==> config.mk <==
export PLATFORM = sky130hd
export DESIGN_NAME = winograd_tile_assembler
export DESIGN_NICKNAME = d
export VERILOG_FILES = /design/src/rtl/winograd_pkg.sv /design/src/rtl/winograd_row_select.sv /design/src/rtl/winograd_tile_assembler.sv
export SDC_FILE = /design/constraint.sdc
export NUM_CORES = 2
export LEC_CHECK = 0
export BUFFER_PORTS_ARGS = -buffer_cell sky130_fd_sc_hd__buf_2
export CAP_MARGIN = 20
export CORE_ASPECT_RATIO = 1.75
export CORE_UTILIZATION = 35
export CTS_BUF_LIST = sky130_fd_sc_hd__clkbuf_4 sky130_fd_sc_hd__clkbuf_8
export CTS_CLUSTER_SIZE = 10
export DETAILED_ROUTE_END_ITERATION = 6
export GPL_ROUTABILITY_DRIVEN = 0
export PLACE_DENSITY_LB_ADDON = 0.15
export SYNTH_ARGS = -nofsm -noshare
export SYNTH_HDL_FRONTEND = slang
export SYNTH_HIERARCHICAL = 1
export SYNTH_SLANG_ARGS = --single-unit
==> constraint.sdc <==
create_clock -name clk -period 6.9 [get_ports clk]
set_clock_uncertainty 0.1 [all_clocks]
set_input_delay 2.07 -clock clk [delete_from_list [all_inputs] [get_ports clk]]
set_output_delay 2.07 -clock clk [all_outputs]
set_load 0.05 [all_outputs]
==> src/rtl/winograd_pkg.sv <==
// Shared constants and types for the Winograd output-tile assembler.
package winograd_pkg;

   localparam int TILE_DIM           = 4;
   localparam int GRID_DIM           = 3;
   localparam int IMG_ROWS           = 8;
   localparam int IMG_COLS           = 10;
   localparam int DEFAULT_DATA_WIDTH = 16;

   // Only grid rows 0 and 1 land inside the 8-row image, so only they are buffered.
   localparam int BUF_ROWS           = 2;
   localparam int NUM_TILES          = GRID_DIM * GRID_DIM;

   typedef enum logic {
      COLLECT,
      EMIT
   } asm_state_t;

endpackage

==> src/rtl/winograd_row_select.sv <==
// Stitch/clip mapping: picks one 10-element image row out of the tile buffer.
module winograd_row_select
   import winograd_pkg::*;
#(
   parameter int DATA_WIDTH = DEFAULT_DATA_WIDTH
) (
   input  logic [0:BUF_ROWS-1][0:GRID_DIM-1][0:TILE_DIM-1][0:TILE_DIM-1][DATA_WIDTH-1:0] i_buf,
   input  logic [2:0]                                                                   i_row_idx,
   output logic [0:IMG_COLS-1][DATA_WIDTH-1:0]                                          o_row
);

   logic       w_gr;
   logic [1:0] w_r;

   // Image row i lives in grid row i/4, tile row i%4.
   assign w_gr = i_row_idx[2];
   assign w_r  = i_row_idx[1:0];

   // Column j comes from grid column j/4, tile column j%4; columns 10 and 11 simply do not exist.
   genvar gi;
   generate
      for (gi = 0; gi < IMG_COLS; gi++) begin : g_col
         assign o_row[gi] = i_buf[w_gr][gi / TILE_DIM][w_r][gi % TILE_DIM];
      end
   endgenerate

endmodule

==> src/rtl/winograd_tile_assembler.sv <==
// Collects a 3x3 grid of 4x4 tiles, keeps the six that cover the 8x10 image,
// then streams the image out one row per handshake.
module winograd_tile_assembler
   import winograd_pkg::*;
#(
   parameter int DATA_WIDTH = DEFAULT_DATA_WIDTH
) (
   input  logic                                             clk,
   input  logic                                             rst_n,
   input  logic                                             flush,
   input  logic                                             in_valid,
   output logic                                             in_ready,
   input  logic [0:TILE_DIM-1][0:TILE_DIM-1][DATA_WIDTH-1:0] in_tile,
   output logic                                             out_valid,
   input  logic                                             out_ready,
   output logic [0:IMG_COLS-1][DATA_WIDTH-1:0]              out_row,
   output logic [2:0]                                       out_row_idx,
   output logic                                             out_last,
   output logic                                             frame_done
);

   localparam logic [3:0] TILE_LAST = 4'(NUM_TILES - 1);
   localparam logic [2:0] ROW_LAST  = 3'(IMG_ROWS - 1);

   typedef logic [0:TILE_DIM-1][0:TILE_DIM-1][DATA_WIDTH-1:0] tile_t;

   asm_state_t r_state;
   asm_state_t w_state_next;
   logic [3:0] r_tile_cnt;
   logic [3:0] w_tile_cnt_next;
   logic [2:0] r_row_cnt;
   logic [2:0] w_row_cnt_next;
   logic       r_frame_done;
   logic       w_frame_done_next;
   logic       w_accept;

   tile_t [0:BUF_ROWS-1][0:GRID_DIM-1] w_buf;

   // A flushed handshake never writes the buffer.
   assign w_accept = in_valid && in_ready && !flush;

   // One register slot per buffered tile; slot index equals the raster tile count.
   genvar gi;
   generate
      for (gi = 0; gi < BUF_ROWS * GRID_DIM; gi++) begin : g_buf
         tile_t r_tile;

         // Capture the incoming tile when the raster counter points at this slot.
         always_ff @(posedge clk or negedge rst_n) begin
            if (!rst_n) begin
               r_tile <= '0;
            end else if (w_accept && (r_tile_cnt == 4'(gi))) begin
               r_tile <= in_tile;
            end
         end

         assign w_buf[gi / GRID_DIM][gi % GRID_DIM] = r_tile;
      end
   endgenerate

   // State, counters and the registered end-of-frame pulse.
   always_ff @(posedge clk or negedge rst_n) begin
      if (!rst_n) begin
         r_state      <= COLLECT;
         r_tile_cnt   <= '0;
         r_row_cnt    <= '0;
         r_frame_done <= 1'b0;
      end else begin
         r_state      <= w_state_next;
         r_tile_cnt   <= w_tile_cnt_next;
         r_row_cnt    <= w_row_cnt_next;
         r_frame_done <= w_frame_done_next;
      end
   end

   // Next-state logic and handshake outputs; flush overrides any handshake.
   always_comb begin
      w_state_next      = r_state;
      w_tile_cnt_next   = r_tile_cnt;
      w_row_cnt_next    = r_row_cnt;
      w_frame_done_next = 1'b0;
      in_ready          = (r_state == COLLECT);
      out_valid         = (r_state == EMIT);

      if (flush) begin
         w_state_next    = COLLECT;
         w_tile_cnt_next = '0;
         w_row_cnt_next  = '0;
      end else begin
         case (r_state)
            COLLECT: begin
               if (in_valid) begin
                  if (r_tile_cnt == TILE_LAST) begin
                     w_state_next    = EMIT;
                     w_tile_cnt_next = '0;
                     w_row_cnt_next  = '0;
                  end else begin
                     w_tile_cnt_next = r_tile_cnt + 4'd1;
                  end
               end
            end
            EMIT: begin
               if (out_ready) begin
                  if (r_row_cnt == ROW_LAST) begin
                     w_state_next      = COLLECT;
                     w_row_cnt_next    = '0;
                     w_frame_done_next = 1'b1;
                  end else begin
                     w_row_cnt_next = r_row_cnt + 3'd1;
                  end
               end
            end
            default: begin
               w_state_next = COLLECT;
            end
         endcase
      end
   end

   // row_cnt rests at 0 outside EMIT, so these read 0 whenever no row is presented.
   assign out_row_idx = r_row_cnt;
   assign out_last    = (r_row_cnt == ROW_LAST);
   assign frame_done  = r_frame_done;

   winograd_row_select #(
      .DATA_WIDTH (DATA_WIDTH)
   ) u_row_select (
      .i_buf     (w_buf),
      .i_row_idx (r_row_cnt),
      .o_row     (out_row)
   );

endmodule

; Word level (Yosys, flattened, before mapping)
; Index checks and enable logic that the tools add are counted.
[totals]
regBits = 1545
input_bits = 261
[classes]
add_sub_neg = 2
n_lt_le_gt_ge = 2
eq_ne = 11
n_mux = 32
bitwise = 3
reduce_logical = 13
[ops]
columns = operator, n
row1 = $mux W768, 3
row2 = $bmux W64 S2, 3
row3 = $mux W64, 6
row4 = $mux W4, 4
row5 = $mux W3, 5
row6 = $mux W1, 9
row7 = $eq A4 B2 Y1 const B, 2
row8 = $eq A4 B3 Y1 const B, 2
row9 = $logic_and A1 B1 Y1, 8
row10 = $ne A3 B3 Y1 const B, 2
row11 = $pmux W3 S2, 1
row12 = $add A4 B1 Y4 const B, 1
row13 = $eq A4 B1 Y1 const B, 1
row14 = $eq A4 B4 Y1 const B, 1
row15 = $logic_not A4 Y1, 1
row16 = $add A3 B1 Y3 const B, 1
row17 = $eq A3 B3 Y1 const B, 1
row18 = $ge A3 B3 Y1 const B, 1
row19 = $ne A3 B2 Y1 const B, 1
row20 = $not A2 Y3, 1
row21 = $reduce_and A3 Y1, 1
row22 = $ge A2 B2 Y1 const B, 1
row23 = $ne A2 B2 Y1 const B, 1
row24 = $not A1 Y2, 1
row25 = other kinds (5), 5

; Depth between registers and ports, before layout
[depth]
word_depth = 7
mapped_depth = 7

; Hierarchy
; Netlist, hierarchy kept.
[by_module_without_submodules]
columns = module, n_inst, cells_each, area_each_um2, seq_area_each_um2
row1 = winograd_tile_assembler, 1, 3304, 58074.4, 38662.1
row2 = winograd_row_select, 1, 570, 10626.4, 0.0

; Worst setup path after synthesis
; No wires, ideal clock.
[synth_path]
path_kind = reg-to-output
startpoint = register r_row_cnt[1] (netlist: out_row_idx[1])
endpoint = output out_row[54] (netlist bit)
arrival_time_ns = 2.163
required_ns = 4.730
path_slack_ns = 2.567
path_stages_with_launch = 6
path_buffers = 3
path_cell_list = dfrtp_1 > buf_2 > clkbuf_1 > clkbuf_1 > mux4_2 > mux2_2
[synth_lines]
columns = item, line_no
row1 = start: declaration, winograd_tile_assembler.sv:31  ; logic [2:0] r_row_cnt;
row2 = start signal: assignment, winograd_tile_assembler.sv:71  ; r_row_cnt <= w_row_cnt_next;
row3 = end: declaration, winograd_tile_assembler.sv:16  ; output logic [0:IMG_COLS-1][DATA_WIDTH-1:0] out_row,

==> out/results.ini <==
[global_routing]
grt_pass1_wl_microns = 231000
overflow = 0
antenna_found_initial = 60
grt_max_degree = 151
grtUsageTotal_pct = 17.6
grt_pass1_vias = 35500

[final_layout]
final.fill_count = 15700
drive_above_1_share_pct = 59.9
regArea_sq_um = 32300
area_growth_pct = 13.5
fin_nets = 4066
multi_input_area_sq_um = 24700

[drt]
drt_iter0_drc = 1050
vias = 31900
avgViaCountPerCell = 5.18
drc = 0
wl_microns = 149000
first_pass_iters = 6
ant_nets = 0
wl_per_cell_microns = 24.2

[synth]
netlist_area_sq_um = 59200
synthCells = 3338
ys.warnings.count = 6
syn_avg_cell_area_sq_um = 17.7
synth_nets = 3605

[pwr]
power_mw = 20.9
power.density_nw_per_um2 = 311
p_leak_nw = 31.1
vdd_ir_drop_max_v = 0.000188

[cts]
clockBufferDepth = 4
clkLatencyLatePin_ns = 0.90
clock_sinks = 1289
numCtsBuffers = 210
cts_tree = yes
cts_resized = 0
root_buffer = clkbuf_8
clkTransAtPathRegs_ns = 0.07
postCtsSetupBuffers = 0
cts_hold_buf = 0
htree_levels = 4

[setup_path]
critical_path.endpoint_type = primary output
cp-start-kind = flop
worst-path-max-fanout = 36
required_ns = 4.73
path_class = flop to primary output
worstPathArrival_ns = 3.64

[timing]
hold_viol_final = 0
final-setup-viol-count = 0
finalSetupTns_ns = 0
max_freq_ghz = 0.172
slew_violations = 0
period_needed_ns = 5.81
fin_crit_sh_pct = 84.3
relSlewSlack_pct = 34.2
worst_pin_slew_ns = 0.987
rsz0062_at_grt = no

[floorplan]
die_area_sq_um = 171000
start_util_pct = 35.2
dieWidth_microns = 313
die_h_microns = 546
core.rowCount = 199
coreArea_sq_um = 168000
num_io_pins = 428

[worst_hold_path]
hold_path_class = flop to flop

[outcome]
status = complete, no violations

[flow_run]
maxCapViolations = 0

[place]
io_buffers = 427
hpwl_microns = 94400

where the power goes:
| part | total, mW | switching, mW | leakage (nW) | internal (mW) |
|---|---|---|---|---|
| Combinational | 4.35 | 2.19 | 12.1 | 2.15 |
| Sequential | 9.61 | 0.632 | 16.6 | 8.98 |
| Clock | 6.96 | 3.08 | 2.33 | 3.88 |
| Total | 20.9 | 5.90 | 31.1 | 15.0 |
area by class of cell:
class	count	area share (%)
multi-input cells	1806	36.8
well taps	2211	4.12
flip-flops and latches	1289	48.0
inverters	3	0.0168
repair buffers	489	4.53
diodes	15	0.0558
clock inverters	21	0.270
clock buffers	333	6.21
flip-flops by register name, summed over array words and instances, names as in the netlist:
name          flops
frame_done        1
g_buf.r_tile   1280
out_row_idx       3
out_valid         1
r_tile_cnt        4
layout by cell type, fill, tap and decap left out, drive strengths merged, types with 2 or more instances in the layout:
| cell | instances |
|---|---|
| diode | 15 |
| a21oi | 2 |
| dfrtp | 1289 |
| ha | 6 |
| nand2 | 3 |
| clkinvlp | 2 |
| nor3b | 2 |
| and3b | 2 |
| a32oi | 2 |
| mux2i | 3 |
| mux2 | 1440 |
| bufinv | 2 |
| o2bb2ai | 2 |
| a31oi | 2 |
| clkinv | 15 |
| clkbuf | 333 |
| inv | 5 |
| buf | 489 |
| mux4 | 320 |
| nand3b | 2 |
| nand4bb | 2 |
| nor2 | 6 |
layer usage:
layer | part of all wire (%) | track usage, % | wire [microns]
met1 | 40 | 21.2 | 60200
met5 | 0.24 | 0 | 355
met2 | 51 | 30.5 | 75800
met3 | 6.1 | 4.90 | 9130
met4 | 2.5 | 4.95 | 3660
critical path, cell delays in order, from the launching register on:
cell and delay (ns):
dfrtp_4 1.02, buf_4 0.56, mux4_1 0.63, mux2_2 0.31, buf_2 0.22
final timing paths:
check | start | endpoint | slack [ns] | cells after the start
max in group asynchronous | rst_n | g_buf[0].r_tile[105]$_DFFE_PN0P_ | 4.12 | 2
min in group asynchronous | rst_n | g_buf[5].r_tile[54]$_DFFE_PN0P_ | 1.05 | 1
worst min-delay path | g_buf[4].r_tile[19]$_DFFE_PN0P_ | g_buf[4].r_tile[19]$_DFFE_PN0P_ | 0.38 | 1
worst max register to register | out_valid$_DFF_PN0_ | g_buf[0].r_tile[240]$_DFFE_PN0P_ | 3.85 | 4
worst min register to register | g_buf[4].r_tile[19]$_DFFE_PN0P_ | g_buf[4].r_tile[19]$_DFFE_PN0P_ | 0.38 | 1
worst max-delay path | out_row_idx[2]$_DFFE_PN0P_ | out_row[143] | 1.09 | 4
through the flow:
stage / area (sq um) / hold slack [ns] / instances / setup slack [ns] / utilization [%]
2_1_floorplan: 59200 / 0.349 / 3338 / 2.57 / -
3_3_place_gp: 62800 / 0.360 / 5798 / 1.95 / 37.4
3_5_place_dp: 62800 / 0.372 / 5798 / 1.90 / 37.4
4_1_cts: 67200 / 0.386 / 6152 / 0.870 / 40.0
5_1_grt: 67200 / 0.404 / 6157 / 0.845 / 40.0
6_report: 67200 / 0.383 / 6167 / 1.09 / 40.0
(Power assumes the default switching activity.)
